==> src/rtl/gemm_mmio_csr_responder_if.sv <==
// CCI-P c0 MMIO request / c2 MMIO response bundle between the host shim and the GEMM CSR responder.
// Handshake: requests are one-cycle valid strobes with no ready (every valid beat is taken); rsp_valid is a one-cycle strobe with no backpressure.
interface gemm_mmio_csr_responder_if;
    logic        mmio_rd_valid;
    logic        mmio_wr_valid;
    logic [15:0] mmio_addr;
    logic [1:0]  mmio_len;
    logic [8:0]  mmio_tid;
    logic [63:0] mmio_wdata;
    logic        rsp_valid;
    logic [8:0]  rsp_tid;
    logic [63:0] rsp_data;

    modport master (
        output mmio_rd_valid, mmio_wr_valid, mmio_addr, mmio_len, mmio_tid, mmio_wdata,
        input  rsp_valid, rsp_tid, rsp_data
    );

    modport slave (
        input  mmio_rd_valid, mmio_wr_valid, mmio_addr, mmio_len, mmio_tid, mmio_wdata,
        output rsp_valid, rsp_tid, rsp_data
    );
endinterface

==> src/rtl/gemm_mmio_csr_responder.sv <==
// GEMM AFU MMIO CSR block: DFH/UUID, control/status, matrix descriptors and busy-cycle counter.
// Reads answer two cycles after acceptance; writes land at the end of the accept cycle.
module gemm_mmio_csr_responder #(
    parameter int unsigned MPF_DFH_MMIO_ADDR = 32'h2000,
    parameter logic [63:0] AFU_ID_L          = 64'h0,
    parameter logic [63:0] AFU_ID_H          = 64'h0
) (
    input  logic                            clk,
    input  logic                            rst,
    gemm_mmio_csr_responder_if.slave        mmio,
    output logic                            core_start,
    input  logic                            core_done,
    output logic [63:0]                     addr_a,
    output logic [63:0]                     addr_b,
    output logic [63:0]                     addr_c,
    output logic [15:0]                     dim_m,
    output logic [15:0]                     dim_n,
    output logic [15:0]                     dim_k,
    output logic [1:0]                      state_dbg
);
    typedef enum logic [1:0] {
        ST_IDLE = 2'd0,
        ST_BUSY = 2'd1,
        ST_DONE = 2'd2
    } state_t;

    localparam logic [14:0] R_DFH     = 15'd0;
    localparam logic [14:0] R_ID_L    = 15'd1;
    localparam logic [14:0] R_ID_H    = 15'd2;
    localparam logic [14:0] R_CTRL    = 15'd5;
    localparam logic [14:0] R_STATUS  = 15'd6;
    localparam logic [14:0] R_ADDR_A  = 15'd7;
    localparam logic [14:0] R_ADDR_B  = 15'd8;
    localparam logic [14:0] R_ADDR_C  = 15'd9;
    localparam logic [14:0] R_DIMS    = 15'd10;
    localparam logic [14:0] R_CYCLE   = 15'd11;
    localparam logic [14:0] R_SCRATCH = 15'd12;
    localparam logic [63:0] DFH_VAL   = {4'h1, 20'h0, MPF_DFH_MMIO_ADDR[23:0], 16'h0};

    state_t      state_q, state_d;
    logic [63:0] addr_a_q, addr_a_d, addr_b_q, addr_b_d, addr_c_q, addr_c_d;
    logic [63:0] scratch_q, scratch_d, cycle_cnt_q, cycle_cnt_d;
    logic [47:0] dims_q, dims_d;
    logic        core_start_q, core_start_d;
    logic        rd_v1_q, rd_v1_d;
    logic [8:0]  rd_tid1_q, rd_tid1_d;
    logic [63:0] rd_data1_q, rd_data1_d;
    logic        rsp_valid_q, rsp_valid_d;
    logic [8:0]  rsp_tid_q, rsp_tid_d;
    logic [63:0] rsp_data_q, rsp_data_d;

    logic [17:0] byte_addr;
    logic        in_window, len_ok, rd_acc, wr_acc, is_8b, hi_half;
    logic [14:0] reg_idx;
    logic [63:0] reg_val, rd_word;
    logic        start_req, clear_req;

    function automatic logic [63:0] merge_write(input logic [63:0] old_val, input logic [63:0] wdata,
                                                input logic is8, input logic hi);
        if (is8) return wdata;
        if (hi) return {wdata[31:0], old_val[31:0]};
        return {old_val[63:32], wdata[31:0]};
    endfunction

    // Anything at or above the MPF DFH belongs to MPF: no response, no side effect.
    always_comb begin
        byte_addr = {mmio.mmio_addr, 2'b00};
        in_window = 32'(byte_addr) < MPF_DFH_MMIO_ADDR;
        len_ok    = !mmio.mmio_len[1];
        rd_acc    = mmio.mmio_rd_valid && in_window && len_ok;
        wr_acc    = mmio.mmio_wr_valid && in_window && len_ok;
        is_8b     = mmio.mmio_len[0];
        hi_half   = mmio.mmio_addr[0];
        reg_idx   = mmio.mmio_addr[15:1];
    end

    always_comb begin
        reg_val = 64'h0;
        case (reg_idx)
            R_DFH:     reg_val = DFH_VAL;
            R_ID_L:    reg_val = AFU_ID_L;
            R_ID_H:    reg_val = AFU_ID_H;
            R_STATUS:  reg_val = {62'h0, state_q == ST_DONE, state_q == ST_BUSY};
            R_ADDR_A:  reg_val = addr_a_q;
            R_ADDR_B:  reg_val = addr_b_q;
            R_ADDR_C:  reg_val = addr_c_q;
            R_DIMS:    reg_val = {16'h0, dims_q};
            R_CYCLE:   reg_val = cycle_cnt_q;
            R_SCRATCH: reg_val = scratch_q;
            default:   reg_val = 64'h0;
        endcase
        if (is_8b)        rd_word = reg_val;
        else if (hi_half) rd_word = {reg_val[63:32], reg_val[63:32]};
        else              rd_word = {reg_val[31:0], reg_val[31:0]};
    end

    always_comb begin
        addr_a_d  = addr_a_q;
        addr_b_d  = addr_b_q;
        addr_c_d  = addr_c_q;
        dims_d    = dims_q;
        scratch_d = scratch_q;
        start_req = 1'b0;
        clear_req = 1'b0;
        if (wr_acc) begin
            case (reg_idx)
                R_ADDR_A:  addr_a_d  = merge_write(addr_a_q, mmio.mmio_wdata, is_8b, hi_half);
                R_ADDR_B:  addr_b_d  = merge_write(addr_b_q, mmio.mmio_wdata, is_8b, hi_half);
                R_ADDR_C:  addr_c_d  = merge_write(addr_c_q, mmio.mmio_wdata, is_8b, hi_half);
                R_DIMS:    dims_d    = 48'(merge_write({16'h0, dims_q}, mmio.mmio_wdata, is_8b, hi_half));
                R_SCRATCH: scratch_d = merge_write(scratch_q, mmio.mmio_wdata, is_8b, hi_half);
                R_CTRL: begin
                    // CTRL bits live in the low dword; a 4B write to the high half carries none.
                    if (is_8b || !hi_half) begin
                        start_req = mmio.mmio_wdata[0];
                        clear_req = mmio.mmio_wdata[1];
                    end
                end
                default: ;
            endcase
        end
    end

    // core_done outranks a same-cycle start; a start while busy is dropped.
    always_comb begin
        state_d      = state_q;
        core_start_d = 1'b0;
        cycle_cnt_d  = cycle_cnt_q;
        if (state_q == ST_BUSY && cycle_cnt_q != 64'hFFFF_FFFF_FFFF_FFFF)
            cycle_cnt_d = cycle_cnt_q + 64'd1;
        if (core_done) begin
            state_d = ST_DONE;
        end else if (start_req && state_q != ST_BUSY) begin
            state_d      = ST_BUSY;
            core_start_d = 1'b1;
            cycle_cnt_d  = 64'h0;
        end else if (clear_req && state_q == ST_DONE) begin
            state_d = ST_IDLE;
        end
    end

    // Read data is captured in the accept cycle, so a same-cycle write is not visible.
    always_comb begin
        rd_v1_d     = rd_acc;
        rd_tid1_d   = rd_acc ? mmio.mmio_tid : rd_tid1_q;
        rd_data1_d  = rd_acc ? rd_word : rd_data1_q;
        rsp_valid_d = rd_v1_q;
        rsp_tid_d   = rd_v1_q ? rd_tid1_q : rsp_tid_q;
        rsp_data_d  = rd_v1_q ? rd_data1_q : rsp_data_q;
    end

    always_ff @(posedge clk) begin
        if (rst) begin
            state_q      <= ST_IDLE;
            addr_a_q     <= 64'h0;
            addr_b_q     <= 64'h0;
            addr_c_q     <= 64'h0;
            dims_q       <= 48'h0;
            scratch_q    <= 64'h0;
            cycle_cnt_q  <= 64'h0;
            core_start_q <= 1'b0;
            rd_v1_q      <= 1'b0;
            rd_tid1_q    <= 9'h0;
            rd_data1_q   <= 64'h0;
            rsp_valid_q  <= 1'b0;
            rsp_tid_q    <= 9'h0;
            rsp_data_q   <= 64'h0;
        end else begin
            state_q      <= state_d;
            addr_a_q     <= addr_a_d;
            addr_b_q     <= addr_b_d;
            addr_c_q     <= addr_c_d;
            dims_q       <= dims_d;
            scratch_q    <= scratch_d;
            cycle_cnt_q  <= cycle_cnt_d;
            core_start_q <= core_start_d;
            rd_v1_q      <= rd_v1_d;
            rd_tid1_q    <= rd_tid1_d;
            rd_data1_q   <= rd_data1_d;
            rsp_valid_q  <= rsp_valid_d;
            rsp_tid_q    <= rsp_tid_d;
            rsp_data_q   <= rsp_data_d;
        end
    end

    assign mmio.rsp_valid = rsp_valid_q;
    assign mmio.rsp_tid   = rsp_tid_q;
    assign mmio.rsp_data  = rsp_data_q;
    assign core_start     = core_start_q;
    assign addr_a         = addr_a_q;
    assign addr_b         = addr_b_q;
    assign addr_c         = addr_c_q;
    assign dim_m          = dims_q[15:0];
    assign dim_n          = dims_q[31:16];
    assign dim_k          = dims_q[47:32];
    assign state_dbg      = state_q;
endmodule
==> src/flat_wrapper.sv <==
// flat-port wrapper written by rule: the top's interface ports become plain ports
module gemm_mmio_csr_responder_flat 
#(
    parameter int unsigned MPF_DFH_MMIO_ADDR = 32'h2000,
    parameter logic [63:0] AFU_ID_L          = 64'h0,
    parameter logic [63:0] AFU_ID_H          = 64'h0
)
  (clk, rst, core_start, core_done, addr_a, addr_b, addr_c, dim_m, dim_n, dim_k, state_dbg, mmio_mmio_rd_valid, mmio_mmio_wr_valid, mmio_mmio_addr, mmio_mmio_len, mmio_mmio_tid, mmio_mmio_wdata, mmio_rsp_valid, mmio_rsp_tid, mmio_rsp_data);
  gemm_mmio_csr_responder_if mmio_i ();
  input  logic clk;
  input  logic rst;
  output logic core_start;
  input  logic core_done;
  output logic [63:0] addr_a;
  output logic [63:0] addr_b;
  output logic [63:0] addr_c;
  output logic [15:0] dim_m;
  output logic [15:0] dim_n;
  output logic [15:0] dim_k;
  output logic [1:0] state_dbg;
  input wire logic [$bits(mmio_i.mmio_rd_valid)-1:0] mmio_mmio_rd_valid;
  input wire logic [$bits(mmio_i.mmio_wr_valid)-1:0] mmio_mmio_wr_valid;
  input wire logic [$bits(mmio_i.mmio_addr)-1:0] mmio_mmio_addr;
  input wire logic [$bits(mmio_i.mmio_len)-1:0] mmio_mmio_len;
  input wire logic [$bits(mmio_i.mmio_tid)-1:0] mmio_mmio_tid;
  input wire logic [$bits(mmio_i.mmio_wdata)-1:0] mmio_mmio_wdata;
  output wire logic [$bits(mmio_i.rsp_valid)-1:0] mmio_rsp_valid;
  output wire logic [$bits(mmio_i.rsp_tid)-1:0] mmio_rsp_tid;
  output wire logic [$bits(mmio_i.rsp_data)-1:0] mmio_rsp_data;
  assign mmio_i.mmio_rd_valid = mmio_mmio_rd_valid;
  assign mmio_i.mmio_wr_valid = mmio_mmio_wr_valid;
  assign mmio_i.mmio_addr = mmio_mmio_addr;
  assign mmio_i.mmio_len = mmio_mmio_len;
  assign mmio_i.mmio_tid = mmio_mmio_tid;
  assign mmio_i.mmio_wdata = mmio_mmio_wdata;
  assign mmio_rsp_valid = mmio_i.rsp_valid;
  assign mmio_rsp_tid = mmio_i.rsp_tid;
  assign mmio_rsp_data = mmio_i.rsp_data;
  gemm_mmio_csr_responder #(.MPF_DFH_MMIO_ADDR(MPF_DFH_MMIO_ADDR), .AFU_ID_L(AFU_ID_L), .AFU_ID_H(AFU_ID_H)) u_core (.clk(clk), .rst(rst), .mmio(mmio_i), .core_start(core_start), .core_done(core_done), .addr_a(addr_a), .addr_b(addr_b), .addr_c(addr_c), .dim_m(dim_m), .dim_n(dim_n), .dim_k(dim_k), .state_dbg(state_dbg));
endmodule
==> config.mk <==
export PLATFORM = sky130hd
export DESIGN_NAME = gemm_mmio_csr_responder_flat
export DESIGN_NICKNAME = d
export VERILOG_FILES = /design/src/rtl/gemm_mmio_csr_responder_if.sv /design/src/rtl/gemm_mmio_csr_responder.sv /design/src/flat_wrapper.sv
export SDC_FILE = /design/constraint.sdc
export NUM_CORES = 1
export LEC_CHECK = 0
export CAP_MARGIN = 20
export CELL_PAD_IN_SITES_DETAIL_PLACEMENT = 1
export CELL_PAD_IN_SITES_GLOBAL_PLACEMENT = 2
export CORE_UTILIZATION = 30
export CTS_BUF_LIST = sky130_fd_sc_hd__clkbuf_4 sky130_fd_sc_hd__clkbuf_8
export CTS_CLUSTER_SIZE = 20
export DETAILED_ROUTE_END_ITERATION = 8
export PLACE_DENSITY_LB_ADDON = 0.15
export SETUP_SLACK_MARGIN = 0.1
export SLEW_MARGIN = 20
export SYNTH_ARGS = -nofsm -noshare
export SYNTH_HDL_FRONTEND = slang
export SYNTH_SLANG_ARGS = --single-unit
==> constraint.sdc <==
create_clock -name clk -period 2.1 [get_ports clk]
set_input_delay 0.315 -clock clk [delete_from_list [all_inputs] [get_ports clk]]
set_output_delay 0.315 -clock clk [all_outputs]
set_load 0.02 [all_outputs]
==> results of run 1 <==
-- cell families after synthesis --
family,after synthesis,share of synthesized area
multiplexers,178,0.102
AO/OA/AOI/OAI,646,0.194
XOR/XNOR,34,0.0133
adder cells (fa/ha/maj),1,0.000557
buffers and inverters,216,0.0423
flip-flops,519,0.463
AND/OR/NAND/NOR,925,0.185
-- power by group --
part | internal (mW) | switching, mW | leakage [nW]
clock | 5.71 | 4.55 | 1.07
sequential | 9.85 | 0.00357 | 4.19
combinational | 0.405 | 0.663 | 7.85
total | 16.0 | 5.22 | 13.1
-- synthesized netlist by cell type (all sizes together) (32+ instances only) --
cell type / count / area share
dfxtp: 519 / 0.46
nand2: 381 / 0.064
nor2: 348 / 0.059
a21oi: 242 / 0.054
a211oi: 149 / 0.050
mux2i: 129 / 0.058
clkbuf: 122 / 0.020
buf: 85 / 0.020
mux4: 39 / 0.039
a32o: 37 / 0.016
o21ai: 37 / 0.0084
a22oi: 36 / 0.012
nand3: 36 / 0.0080
nand4: 32 / 0.0095
-- timing repair --
| item | in CTS | in global routing |
|---|---|---|
| endpoints found under the setup margin | 423 | 224 |
| endpoints found under the hold margin | 1 | 0 |
| hold buffers | 1 | 0 |
| gates cloned | 5 | 7 |
| gates resized for setup | 397 | 104 |
| pin swaps | 52 | 81 |
| buffers inserted | 17 | 25 |
-- state kept, by name, indices dropped and copies added, names as in the netlist, 48 cells and up --
| register | cells |
|---|---|
| u_core.addr_c | 64 |
| u_core.cycle_cnt_q | 64 |
| u_core.mmio.rsp_data | 64 |
| u_core.addr_b | 64 |
| u_core.rd_data1_q | 64 |
| u_core.addr_a | 64 |
| u_core.dims_q | 48 |
| u_core.scratch_q | 64 |
-- metal layers --
| metal | share of wire | vias up |
|---|---|---|
| met2 | 0.47 | 638 |
| met5 | 0 | - |
| met1 | 0.46 | 11500 |
| met4 | 0.023 | 0 |
| li1 | - | 10500 |
| met3 | 0.045 | 144 |
-- worst min-delay path by stage --
| stage | from | end | cells past startpoint |
|---|---|---|---|
| 2_1_floorplan | core_done | u_core.state_dbg[0] | 1 |
| 3_3_place_gp | u_core.scratch_q[13] | u_core.scratch_q[13] | 2 |
| 3_5_place_dp | u_core.scratch_q[6] | u_core.scratch_q[6] | 2 |
| 4_1_cts | mmio_mmio_tid[0] | u_core.rd_tid1_q[0] | 3 |
| 5_1_grt | mmio_mmio_tid[0] | u_core.rd_tid1_q[0] | 3 |
| 6_report | mmio_mmio_tid[1] | u_core.rd_tid1_q[1] | 3 |
-- through the flow --
stage | cells | setup WS (ns) | hold slack [ns]
floorplan | 2519 | 0.0806 | 0.388
finish | 4233 | -0.121 | 0.175
CTS | 4201 | -0.134 | 0.108
detailed placement | 4016 | -0.700 | 0.444
global route | 4232 | -0.169 | 0.124
global placement | 4016 | -0.749 | 0.438
-- area by class of cell --
class                      count  area, um^2  share of cell area
antenna                        2        5.00            0.000152
clock buffer                 151        1890              0.0575
clock inverter                13         110             0.00335
inverter                       9        33.8             0.00103
multi-input combinational   1784       11800               0.358
sequential                   519       10400               0.317
tap                          959        1200              0.0365
timing repair buffer         796        7440               0.226
-- tightest hold or removal path, cell delays in order --
cell and delay [ns]:
clkdlybuf4s50_1 0.39, nand2_1 0.06, a21oi_1 0.06
==> impl_metrics.tcl, run 1 <==
set metrics [dict create \
    status "finished, violations left" \
    violations "negative setup slack" \
    hold_class "primary input to register" \
    initialDrtViolationCount 1648 \
    port-buffer-count 412 \
    clk_path_buf_depth 3 \
    r2r-start "u_core.cycle_cnt_q[40]" \
    crit_arrival_ns 2.87 \
    critPathTopFamily "simple AND/OR/NAND/NOR gates" \
    reg2reg_to "u_core.cycle_cnt_q[16]" \
    ant_nets 0 \
    ys_seq_area_frac 0.463 \
    power.leakage_nw 13.1 \
    postPlaceCellArea_um2 30000 \
    min_period_ns 2.22 \
    netlist_instances 2519 \
    clk_latency_ns 0.72 \
    synth_nets 2616 \
    hold_violations 0 \
    final_util 0.448 \
    crit_buf_inv 4 \
    mappedNetlistArea_um2 22500 \
    endpoint_kind "register" \
    gp_congestion 0.911 \
    fillers 8436 \
    die_h_um 276 \
    rrSetupSlack_ns -0.12 \
    max_cap_viol_count 0 \
    dp_hpwl_um 78600 \
    die-area_um2 75900 \
    synth-warning-count 0 \
    crit_path_max_incr_delay_ns 0.51 \
    grt_max_degree 152 \
    grt_use_met1 0.377 \
    grt_pass1_vias 22800 \
    first_pass_iters 5 \
    vdd_drop_max_mv 0.401 \
    grt_usage 0.271 \
    fin_area_um2 32900 \
    crit_chain "nand4_1 -> buf_6 -> or4_4 -> nor4_4 -> buf_6 -> buf_6 -> buf_12 -> a211oi_4 -> a31oi_1 -> a41o_1" \
    antenna_found_initial 2 \
    nets 3302 \
    vias 22700 \
    critPathLaunchType "register" \
    syn_area_per_cell_um2 8.91 \
    synth_cell_types 75 \
    path_depth 10 \
    rows 99 \
    setup_ws_ns -0.121 \
    maxSlewHeadroom 0.462 \
    cp-startpoint "u_core.cycle_cnt_q[40]" \
    h-tree-depth 3 \
    crit_end "u_core.cycle_cnt_q[16]" \
    grt_remaining_overflow 0 \
    synth.ff_latch_count 519 \
    met2_usage 0.439 \
    finalSetupTns_ns -1.62 \
    worstPathMaxFanout 8 \
    root_buffer "clkbuf_8" \
    drcViolationCount 0 \
    grt_busiest_layer "met2" \
    cp_slowest_cell "or4_4" \
    met3_usage 0.0374 \
    clkSinkCount 519 \
    finClkSkew_ns 0.0456 \
    die_w_um 276 \
    r2r_cells 10 \
    tightestPinTransition_ns 0.807 \
    cp_data_required_time_ns 2.75 \
    post_drt_wl_per_cell_um 25.6 \
    synthFlopType "dfxtp_1" \
    start_util 0.306 \
    grt_pass1_wl_um 154000 \
    vias_per_cell 5.37 \
    async_flop_share 0 \
    power_density_nw_per_um2 644 \
    drive_gt1_frac 0.234 \
    critPathKind "register to register" \
    synthToLayoutAreaGrowth_pct 46.4 \
    routed_wirelength_um 108000 \
    p_total_mw 21.2 \
    clk_pin_slew_ns 0.07 \
    layout_commonest_cell "dfxtp_1" \
    fp.coreArea_um2 73500 \
    setup_viol 32 \
    report.final.slew_viol_count 0 \
    rsz0062_at_grt "yes" \
    ios 413 \
    cts_buffers 95 \
    tritoncts "yes" \
    final_cell_mix "dfxtp_1, nand2_1, nor2_1" \
    min_period_over_period 1.06 \
    synth_edf_count 0 \
    crit_top_cell "buf_6" \
    clock.fmax_mhz 450 \
]
No activity file was read; power rests on OpenSTA's default activity.
==> run 2: changes to the inputs <==
--- a/config.mk
+++ b/config.mk
@@ -14,6 +14,7 @@
 export DETAILED_ROUTE_END_ITERATION = 8
 export PLACE_DENSITY_LB_ADDON = 0.15
 export SETUP_SLACK_MARGIN = 0.1
+export SKIP_CTS_REPAIR_TIMING = 1
 export SLEW_MARGIN = 20
 export SYNTH_ARGS = -nofsm -noshare
 export SYNTH_HDL_FRONTEND = slang
==> run 2 against run 1 <==
  * The run still ends with negative setup slack left
  * Global-route usage fell by 0.53 points
  * Critical path depth fell by 1
  * Core utilization rose by 1.3 points
  * Total power barely moved
  * Worst setup slack got worse by 0.065 ns
  * Flip-flop and latch count did not move
  * Sequential share of layout area fell by 0.95 points
  * Clock skew fell by 0.0013 ns
  * Non-clock buffer count fell by 18
  * Critical path type unchanged
==> impl_metrics.tcl, run 2 (synthesis results as in run 1) <==
set metrics [dict create \
    grt_max_degree 152 \
    min_period_over_period 1.09 \
    crit_buf_inv 3 \
    ant_nets 0 \
    p_total_mw 21.2 \
    cp_slowest_cell "a2111oi_4" \
    clock.fmax_mhz 438 \
    dp_hpwl_um 78600 \
    tightestPinTransition_ns 0.881 \
    die_w_um 276 \
    rows 99 \
    endpoint_kind "register" \
    r2r_cells 9 \
    ios 413 \
    setup_ws_ns -0.186 \
    worstPathMaxFanout 6 \
    hold_violations 0 \
    vias_per_cell 5.36 \
    maxSlewHeadroom 0.412 \
    power.leakage_nw 17.4 \
    antenna_found_initial 3 \
    port-buffer-count 412 \
    clkSinkCount 519 \
    crit_top_cell "buf_6" \
    cts_buffers 95 \
    status "finished, violations left" \
    violations "negative setup slack" \
    drive_gt1_frac 0.226 \
    h-tree-depth 3 \
    nets 3284 \
    first_pass_iters 5 \
    critPathTopFamily "compound AO/OA/AOI/OAI gates" \
    power_density_nw_per_um2 625 \
    report.final.slew_viol_count 0 \
    met2_usage 0.428 \
    vias 22600 \
    fp.coreArea_um2 73500 \
    tritoncts "yes" \
    grt_busiest_layer "met2" \
    crit_chain "and4_4 -> buf_6 -> nand4_1 -> nor4_4 -> buf_6 -> buf_6 -> a2111oi_4 -> a21oi_1 -> a31o_2" \
    grt_pass1_vias 22500 \
    rsz0062_at_grt "yes" \
    layout_commonest_cell "dfxtp_1" \
    clk_latency_ns 0.72 \
    grt_usage 0.266 \
    synthToLayoutAreaGrowth_pct 50.8 \
    critPathLaunchType "register" \
    finClkSkew_ns 0.0443 \
    die_h_um 276 \
    rrSetupSlack_ns -0.19 \
    r2r-start "u_core.cycle_cnt_q[29]" \
    clk_pin_slew_ns 0.06 \
    critPathKind "register to register" \
    min-delay-start "mmio_mmio_tid[7]" \
    crit_arrival_ns 2.85 \
    max_cap_viol_count 0 \
    dp.cells 4016 \
    setup_viol 47 \
    vdd_drop_max_mv 0.401 \
    final_cell_mix "dfxtp_1, nand2_1, nor2_1" \
    post_drt_wl_per_cell_um 25.6 \
    cp_data_required_time_ns 2.67 \
    holdPathStages 3 \
    clk_path_buf_depth 3 \
    reg2reg_to "u_core.cycle_cnt_q[63]" \
    drcViolationCount 0 \
    hold_end "u_core.rd_tid1_q[7]" \
    met3_usage 0.0363 \
    hold_class "primary input to register" \
    grt_pass1_wl_um 151000 \
    grt_use_met1 0.372 \
    min_period_ns 2.29 \
    initialDrtViolationCount 1675 \
    die-area_um2 75900 \
    grt_remaining_overflow 0 \
    crit_path_max_incr_delay_ns 0.61 \
    finalNonFillerCells 4216 \
    gp_congestion 0.911 \
    root_buffer "clkbuf_8" \
    routed_wirelength_um 108000 \
    start_util 0.306 \
]
run 2: stage by stage:
stage	setup slack [ns]	TNS (ns)	util	hold slack, ns	area, um^2
2_1_floorplan	0.0806	0	-	0.388	22600
3_3_place_gp	-0.749	-235.55	0.409	0.438	30000
3_5_place_dp	-0.700	-251.41	0.409	0.444	30000
4_1_cts	-0.319	-11.23	0.436	-0.0342	32000
5_1_grt	-0.294	-8.83	0.461	0.124	33900
6_report	-0.186	-4.18	0.461	0.170	33900
run 2: worst min-delay path: stages:
cell,delay [ns]
clkdlybuf4s50_1,0.40
nand2_1,0.06
a21oi_1,0.05
run 2: how the worst max path moves through the flow:
stage                                       from  cells after the start                      to
after floorplan           u_core.cycle_cnt_q[41]                      9  u_core.cycle_cnt_q[33]
after global placement         mmio_mmio_addr[4]                      9   u_core.rd_data1_q[48]
after detailed placement      mmio_mmio_addr[13]                     10    u_core.scratch_q[34]
after CTS                 u_core.cycle_cnt_q[34]                      9  u_core.cycle_cnt_q[19]
after global routing      u_core.cycle_cnt_q[38]                      8  u_core.cycle_cnt_q[63]
final                     u_core.cycle_cnt_q[29]                      9  u_core.cycle_cnt_q[63]
run 2: final cells by class:
cell class / count / area (um^2)
Antenna cell: 3 / 7.51
Clock buffer: 151 / 1890
Clock inverter: 13 / 110
Fill cell: 8215 / 39600
Inverter: 9 / 33.8
Multi-Input combinational cell: 1784 / 11700
Sequential cell: 519 / 10400
Tap cell: 959 / 1200
Timing Repair Buffer: 778 / 8480
run 2: report_power, final:
part | leakage, nW | switching [mW] | total [mW] | internal (mW)
logic | 12.1 | 0.668 | 1.07 | 0.406
clock network | 1.07 | 4.53 | 10.2 | 5.71
registers | 4.19 | 0.00350 | 9.85 | 9.85
run 2: per-layer routing:
layer | share of wire | vias up
met5 | 0 | -
met4 | 0.024 | 0
met3 | 0.044 | 150
met2 | 0.47 | 608
met1 | 0.46 | 11400
li1 | - | 10400
==> run 3: changes to the inputs <==
--- a/config.mk
+++ b/config.mk
@@ -8,7 +8,7 @@
 export CAP_MARGIN = 20
 export CELL_PAD_IN_SITES_DETAIL_PLACEMENT = 1
 export CELL_PAD_IN_SITES_GLOBAL_PLACEMENT = 2
-export CORE_UTILIZATION = 30
+export CORE_UTILIZATION = 35
 export CTS_BUF_LIST = sky130_fd_sc_hd__clkbuf_4 sky130_fd_sc_hd__clkbuf_8
 export CTS_CLUSTER_SIZE = 20
 export DETAILED_ROUTE_END_ITERATION = 8
==> constraint.sdc (replaced) <==
create_clock -name clk -period 2.7 [get_ports clk]
set_input_delay 0.405 -clock clk [delete_from_list [all_inputs] [get_ports clk]]
set_output_delay 0.405 -clock clk [all_outputs]
set_load 0.02 [all_outputs]
==> run 3 against run 2 <==
  * The run now ends clean
  * Worst setup slack improved by 0.37 ns
  * First-iteration DRC count fell by 6.6%
  * Largest cell class unchanged
  * Core utilization rose by 2.3 points
  * Via count fell by 3.5%
  * Total power fell by 24%
  * Sequential power fell by 22%
==> impl_metrics.tcl, run 3 (synthesis results as in run 1) <==
set metrics [dict create \
    status "completed" \
    gp_congestion 0.931 \
    nets 3101 \
    finalSetupTns_ns 0 \
    layout_commonest_cell "dfxtp_1" \
    cts_buffers 93 \
    vias_per_cell 5.55 \
    crit_arrival_ns 3.15 \
    drive_gt1_frac 0.151 \
    routed_wirelength_um 95800 \
    clk_pin_slew_ns 0.06 \
    grt_remaining_overflow 0 \
    setup_ws_ns 0.181 \
    tightestPinTransition_ns 0.920 \
    port-buffer-count 412 \
    root_buffer "clkbuf_8" \
    grt_pass1_wl_um 141000 \
    rsz0062_at_grt "no" \
    report.final.slew_viol_count 0 \
    post_drt_wl_per_cell_um 24.4 \
    maxSlewHeadroom 0.387 \
    critPathTopFamily "simple AND/OR/NAND/NOR gates" \
    crit_buf_inv 1 \
    hold_class "primary input to register" \
    die_w_um 255 \
    vdd_drop_max_mv 0.273 \
    synthToLayoutAreaGrowth_pct 36.3 \
    vias 21800 \
    fp.coreArea_um2 63200 \
    final_cell_mix "dfxtp_1, clkdlybuf4s50_1, nand2_1" \
    h-tree-depth 3 \
    start_util 0.355 \
    max_cap_viol_count 0 \
    ant_nets 0 \
    tritoncts "yes" \
    hold_violations 0 \
    grt_pass1_vias 22200 \
    drcViolationCount 0 \
    crit_top_cell "nand4_1" \
    cp_data_required_time_ns 3.33 \
    power.leakage_nw 10.2 \
    finClkSkew_ns 0.0442 \
    crit_path_max_incr_delay_ns 0.49 \
    place_ws_ns -0.190 \
    worstPathMaxFanout 8 \
    seqCellArea_um2 10400 \
    die-area_um2 65200 \
    fin_area_um2 30600 \
    clkSinkCount 519 \
    critPathKind "register to register" \
    grt_max_degree 168 \
    die_h_um 255 \
    initialDrtViolationCount 1565 \
    power_density_nw_per_um2 526 \
    cp_slowest_cell "or4_1" \
    grt_usage 0.289 \
    setup_viol 0 \
    clock.fmax_mhz 397 \
    min_period_ns 2.52 \
    critPathLaunchType "register" \
    min_period_over_period 0.933 \
    first_pass_iters 5 \
    dp_hpwl_um 71200 \
    crit_chain "nand4_1 -> buf_4 -> nor3_2 -> nand4_1 -> a211o_2 -> or4_1 -> o21ai_1" \
    clk_latency_ns 0.71 \
    endpoint_kind "register" \
    fillers 7203 \
    rows 92 \
    clk_path_buf_depth 3 \
    antenna_found_initial 5 \
    postPlaceCellArea_um2 28600 \
    ios 413 \
    multi_input_area_um2 11200 \
]
==> run 3: worst register-to-register path, stage by stage (launching register included) <==
cell     delay [ns]
dfxtp_1        0.46
nand4_1        0.26
buf_4          0.22
nor3_2         0.22
nand4_1        0.28
a211o_2        0.44
or4_1          0.50
o21ai_1        0.08
==> run 3: final timing paths <==
path,startpoint,end,slack (ns),depth (start not counted)
worst min-delay path,rst,u_core.mmio.rsp_tid[5],0.14,2
worst max-delay path,u_core.cycle_cnt_q[38],u_core.cycle_cnt_q[57],0.18,7
worst min register to register,u_core.scratch_q[14],u_core.scratch_q[14],0.46,2
worst max register to register,u_core.cycle_cnt_q[38],u_core.cycle_cnt_q[57],0.18,7
==> run 3: where the power goes <==
| part | total (mW) | switching [mW] | internal (mW) |
|---|---|---|---|
| sequential | 7.66 | 0.00290 | 7.66 |
| combinational | 0.759 | 0.482 | 0.277 |
| clock | 7.68 | 3.42 | 4.26 |
==> run 3: final cells by class <==
type,count,share of cell area
Multi-Input combinational cell,1784,0.366
Sequential cell,519,0.340
Timing Repair Buffer,597,0.195
Clock buffer,148,0.0592
Tap cell,846,0.0346
Clock inverter,17,0.00384
Inverter,9,0.00110
Antenna cell,5,0.000409
==> run 3: per-layer routing <==
metal / vias to the layer above / part of all wire / GRT usage
li1: 10100 / - / -
met1: 10900 / 0.45 / 0.395
met2: 665 / 0.46 / 0.460
met3: 136 / 0.060 / 0.0490
met4: 2 / 0.024 / 0.0926
met5: - / 0.00014 / 0
==> run 3: per-stage QoR <==
| stage | util | std cells | total power, mW | hold WS [ns] |
|---|---|---|---|---|
| after CTS | 0.483 | 3917 | 16.3 | 0.0977 |
| after floorplan | - | 2519 | 8.14 | 0.426 |
| final | 0.484 | 3925 | 16.1 | 0.142 |
| after detailed placement | 0.453 | 3752 | 8.58 | 0.444 |
| after global placement | 0.453 | 3752 | 8.57 | 0.437 |
| after global routing | 0.484 | 3924 | 16.7 | 0.164 |
==> RTL change 1 (config.mk and constraints of run 3) <==
The output `core_start` loses its register stage (`core_start_q` becomes a continuous assignment).
--- a/src/rtl/gemm_mmio_csr_responder.sv
+++ b/src/rtl/gemm_mmio_csr_responder.sv
@@ -159,5 +159,4 @@
             scratch_q    <= 64'h0;
             cycle_cnt_q  <= 64'h0;
-            core_start_q <= 1'b0;
             rd_v1_q      <= 1'b0;
             rd_tid1_q    <= 9'h0;
@@ -174,5 +173,4 @@
             scratch_q    <= scratch_d;
             cycle_cnt_q  <= cycle_cnt_d;
-            core_start_q <= core_start_d;
             rd_v1_q      <= rd_v1_d;
             rd_tid1_q    <= rd_tid1_d;
@@ -183,4 +181,6 @@
         end
     end
+
+    assign core_start_q = core_start_d;
 
     assign mmio.rsp_valid = rsp_valid_q;
Check against the original RTL: not settled (the Yosys comparison gave no result); the edit may change what the design does.
==> RTL change 1 against run 3 <==
First-iteration DRC count up 13%; routed wire length up 7.5%; register-to-register slack better by 0.03 ns; setup slack worse by 0.12 ns; critical path depth down 1; sequential cell count down 1; total power up 5.2%; count of clock-buffer cells in the layout up 10; highest routed layer unchanged; largest power group unchanged; area after synthesis up 2.1%; cell area up 2.6%; combinational power up 14%.
==> RTL change 1: results (changes against run 3) <==
| Metric | Value |
|---|---|
| Run status | finished clean |
| Startpoint of the most critical register-to-register path | u_core.cycle_cnt_q[22] |
| Setup slack of the most critical reg-to-reg path | 0.21 ns (+0.03 ns) |
| Endpoint of the worst register-to-register path | u_core.cycle_cnt_q[62] |
| Start point of the critical path | mmio_mmio_addr[10] |
| Placement Cell Area | 29100 µm² (+1.8%) |
| Cell area power density | 539 nW/µm² (+2.5%) |
| Pre-CTS worst setup slack | -0.887 ns (-0.696 ns) |
| Final net count | 3320 (+7.1%) |
| Count of unique library cells instantiated by Yosys | 66 (-12%) |
| Worst VDD drop | 0.000292 V (+6.8%) |
| Leak Pwr | 10.7 nW (+5.4%) |
| Slowest stage cell on the critical path | sky130_fd_sc_hd__or4_4 |
| Maximum clock rate | 0.379 GHz (-4.4%) |
| Data arrival time of the critical path | 2.23 ns (-0.92 ns) |
| Clock tree skew after final layout | 0.0332 ns (-0.0111 ns) |
| Global-route wire length before repair | 151 mm (+7.0%) |
| Top post-synthesis cells by count | 549 x sky130_fd_sc_hd__nand2_1, 518 x sky130_fd_sc_hd__dfxtp_1, 325 x sky130_fd_sc_hd__a21oi_1 |
| Top cells by area in the synthesized netlist | sky130_fd_sc_hd__dfxtp_1 45%, sky130_fd_sc_hd__nand2_1 9.0%, sky130_fd_sc_hd__a21oi_1 7.1% |
| Share of cells above drive strength 1 | 15.0% (-0.14 points) |
| Vias after detailed routing | 23300 (+6.8%) |
| Tightest Pin Transition | 1.12 ns (+0.197 ns) |
| Placed wire-length estimate | 77.0 mm (+8.2%) |
| Maximum number of pins on one net before global-route repair | 116 (-31%) |
| Fillers | 7491 (+4.0%) |
| Total clock buffers created by CTS | 95 (+2.2%) |
| Hold Path Sink | u_core.mmio.rsp_tid[7] |
| Fraction of the yosys area taken by sequential cells | 45.2% (-1.1 points) |
| Internal power | 12.8 mW (+5.0%) |
| Delay of the slowest cell on the worst path | 0.58 ns (+0.09 ns) |
| Number of design-rule violations left by the first detailed-router iteration | 1761 (+13%) |
| Drt total wl | 103 mm (+7.5%) |
| Synth Area per Inst | 8.31 µm² (-6.8%) |
| Number of nets in the synthesized netlist | 2858 (+9.3%) |
| Timing endpoint of the critical path | core_start |
RTL change 1: changes by cell type in the layout (fill, tap and decap cells not counted), sizes merged, moves of 54 or more:
cell,before,now
a211oi,149,67
a21oi,242,325
a22o,2,62
mux2,10,75
nand2,381,549
nor2,348,294
RTL change 1: stage by stage:
step / setup TNS (ns) / power, mW
floorplan: 0 / 8.18
global placement: -142.62 / 8.65
detailed placement: -158.76 / 8.67
CTS: -0.953 / 17.1
global route: 0 / 17.5
finish: 0 / 16.9
RTL change 1: cells by family after synthesis:
logic type,Yosys count,synth area share [%]
buffers and inverters,240,4.24
AND/OR/NAND/NOR,1090,21.1
adder cells (fa/ha/maj),1,0.0545
XOR/XNOR,14,0.535
AO/OA/AOI/OAI,700,19.8
multiplexers,198,9.05
flip-flops,518,45.2
RTL change 1: routing by layer:
metal	share of wire [%]	wire length (µm)	vias to the layer above	track usage [%]
li1	-	-	10800	-
met1	47	47900	11600	42.5
met2	45	46500	734	46.9
met3	5.9	6110	140	4.78
met4	2.3	2410	4	8.14
met5	0.023	24	-	0
RTL change 1: cell type report:
cell class              count  share of cell area (%)
flip-flops and latches    518                    33.0
clock inverters            19                   0.454
clock buffers             158                    6.44
inverters                   7                  0.0836
well taps                 855                    3.41
diodes                      3                  0.0239
repair buffers            598                    19.2
multi-input cells        2003                    37.4
RTL change 1: power groups by stage:
stage / logic [mW] / registers, mW / clock network (mW)
4_1_cts: 0.852 / 7.65 / 8.59
6_report: 0.869 / 7.65 / 8.41
3_3_place_gp: 0.837 / 7.82 / 0
5_1_grt: 0.907 / 7.65 / 8.96
3_5_place_dp: 0.849 / 7.82 / 0
2_1_floorplan: 0.358 / 7.82 / 0
RTL change 1: critical path: cells and delay by family:
kind / cells / cell delay, ns
buffers and inverters: 2 / 0.59
and+or+nand+nor: 4 / 1.23
==> RTL change 2 (flow settings as in run 3) <==
Made on the original files. Reset style: asynchronous (`rst`), changed in one clocked block.
--- a/src/rtl/gemm_mmio_csr_responder.sv
+++ b/src/rtl/gemm_mmio_csr_responder.sv
@@ -150,5 +150,5 @@
     end
 
-    always_ff @(posedge clk) begin
+    always_ff @(posedge clk or posedge rst) begin
         if (rst) begin
             state_q      <= ST_IDLE;
Function: not settled (the Yosys comparison gave no result); the edit may change what the design does.
==> RTL change 2 against run 3 <==
Cell area is 5.6% higher; sequential cell count stayed put; routed wire length is 1.0% higher; total power is 9.3% higher; setup slack better by 0.098 ns; area after synthesis is 5.2% higher; clock power is 5.7% higher; non-clock buffer count is 25 higher; combinational power is 83% higher; synthesized cell count is 16% lower; sequential power is 5.6% higher; critical path type unchanged; critical endpoint is now u_core.cycle_cnt_q[57].
==> RTL change 2: results (changes against run 3) <==
| Metric | Value |
|---|---|
| Maximum number of pins on one net before global-route repair | 93 (-45%) |
| Clock tree skew after final layout | 0.0257 ns (-0.0186 ns) |
| Data arrival time of the critical path | 3.03 ns (-0.12 ns) |
| Run status | finished clean |
| Worst hold slack after final layout | 0.134 ns (-0.00841 ns) |
| Dpl cells | 3446 (-8.2%) |
| Number of nets in the synthesized netlist | 2211 (-15%) |
| First drt pass iteration count | 8 (+3) |
| Synth Area per Inst | 11.2 µm² (+25%) |
| Synth Area in Compound Gates | 13.6% (-5.8 points) |
| Min setup slack post-route | 0.279 ns (+0.0979 ns) |
| Final weighted congestion in routability-driven placement | 0.903 (-3.1%) |
| Worst VDD drop | 0.000288 V (+5.5%) |
| Count of unique library cells instantiated by Yosys | 71 (-5.3%) |
| Delay of the slowest cell on the worst path | 0.53 ns (+0.04 ns) |
| Pre-CTS worst setup slack | -0.307 ns (-0.117 ns) |
| Number of design-rule violations left by the first detailed-router iteration | 1515 (-3.2%) |
| Top cells by area in the synthesized netlist | sky130_fd_sc_hd__dfrtp_1 55%, sky130_fd_sc_hd__mux2_2 13%, sky130_fd_sc_hd__nand2_1 4.8% |
| Average routed wire per standard cell | 26.7 µm (+9.6%) |
| GRT Overall Usage | 28.2% (-0.69 points) |
| Global-route wire length before repair | 142 mm (+0.44%) |
| Multiplexer area fraction after synthesis | 15.9% (+5.7 points) |
| Count of cells along the worst register-to-register path | 6 (-1) |
| Headroom to the max-slew limit | 52.5% (+14 points) |
| Leak Pwr | 14.2 nW (+39%) |
| Fraction of registers with async set or reset after synthesis | 100% (+100 points) |
| Final net count | 2774 (-11%) |
| Via density | 5.54 (-0.33%) |
| Xor/xnor cell area share of the yosys netlist | 0.742% (-0.58 points) |
RTL change 2: power breakdown:
group | switching, mW | leakage [nW] | total (mW) | internal (mW)
logic | 0.821 | 6.14 | 1.39 | 0.566
clock network | 3.42 | 1.10 | 8.12 | 4.70
registers | 0.127 | 6.92 | 8.09 | 7.96
total | 4.37 | 14.2 | 17.6 | 13.2
RTL change 2: logic make-up (layout without fill, tap and decap cells):
group,count (synthesis),in the layout
flip-flops,519,519
multiplexers,319,319
AND/OR/NAND/NOR,583,583
AO/OA/AOI/OAI,508,508
buffers and inverters,164,802
other,0,2
adder cells (fa/ha/maj),1,1
XOR/XNOR,20,20
RTL change 2: how the worst max path moves through the flow:
stage / from / end
global placement: mmio_mmio_addr[14] / u_core.addr_c[52]
finish: u_core.cycle_cnt_q[19] / u_core.cycle_cnt_q[57]
CTS: u_core.cycle_cnt_q[26] / u_core.cycle_cnt_q[7]
global route: u_core.cycle_cnt_q[2] / u_core.cycle_cnt_q[61]
detailed placement: mmio_mmio_addr[14] / u_core.addr_a[26]
floorplan: rst / u_core.addr_a[0]
RTL change 2: routing by layer:
| layer | GRT usage, % | part of all wire (%) | vias to the layer above |
|---|---|---|---|
| li1 | - | - | 8880 |
| met1 | 39.2 | 45 | 10400 |
| met2 | 44.9 | 47 | 648 |
| met3 | 4.46 | 5.3 | 134 |
| met4 | 9.06 | 2.5 | 0 |
| met5 | 0 | 0 | - |
RTL change 2: worst max-delay path: cells and delay by family, from the launching register on:
| family | cells | cell delay, ns |
|---|---|---|
| DFF | 1 | 0.46 |
| AOI/OAI and AO/OA | 1 | 0.17 |
| and+or+nand+nor | 5 | 1.72 |
RTL change 2: cell type report:
cell class | instances | share of cell area [%]
Antenna cell | 2 | 0.0155
Clock buffer | 150 | 5.82
Clock inverter | 18 | 0.553
Inverter | 12 | 0.151
Multi-Input combinational cell | 1431 | 31.0
Sequential cell | 519 | 40.2
Tap cell | 864 | 3.34
Timing Repair Buffer | 622 | 18.9
RTL change 2: per-stage QoR:
step | instance area [µm²] | TNS [ns] | util [%]
6_report | 32300 | 0 | 48.8
5_1_grt | 32300 | 0 | 48.8
4_1_cts | 32300 | 0 | 48.8
3_5_place_dp | 30200 | -86.35 | 45.7
3_3_place_gp | 30200 | -78.49 | 45.7
2_1_floorplan | 23600 | -2467.97 | -
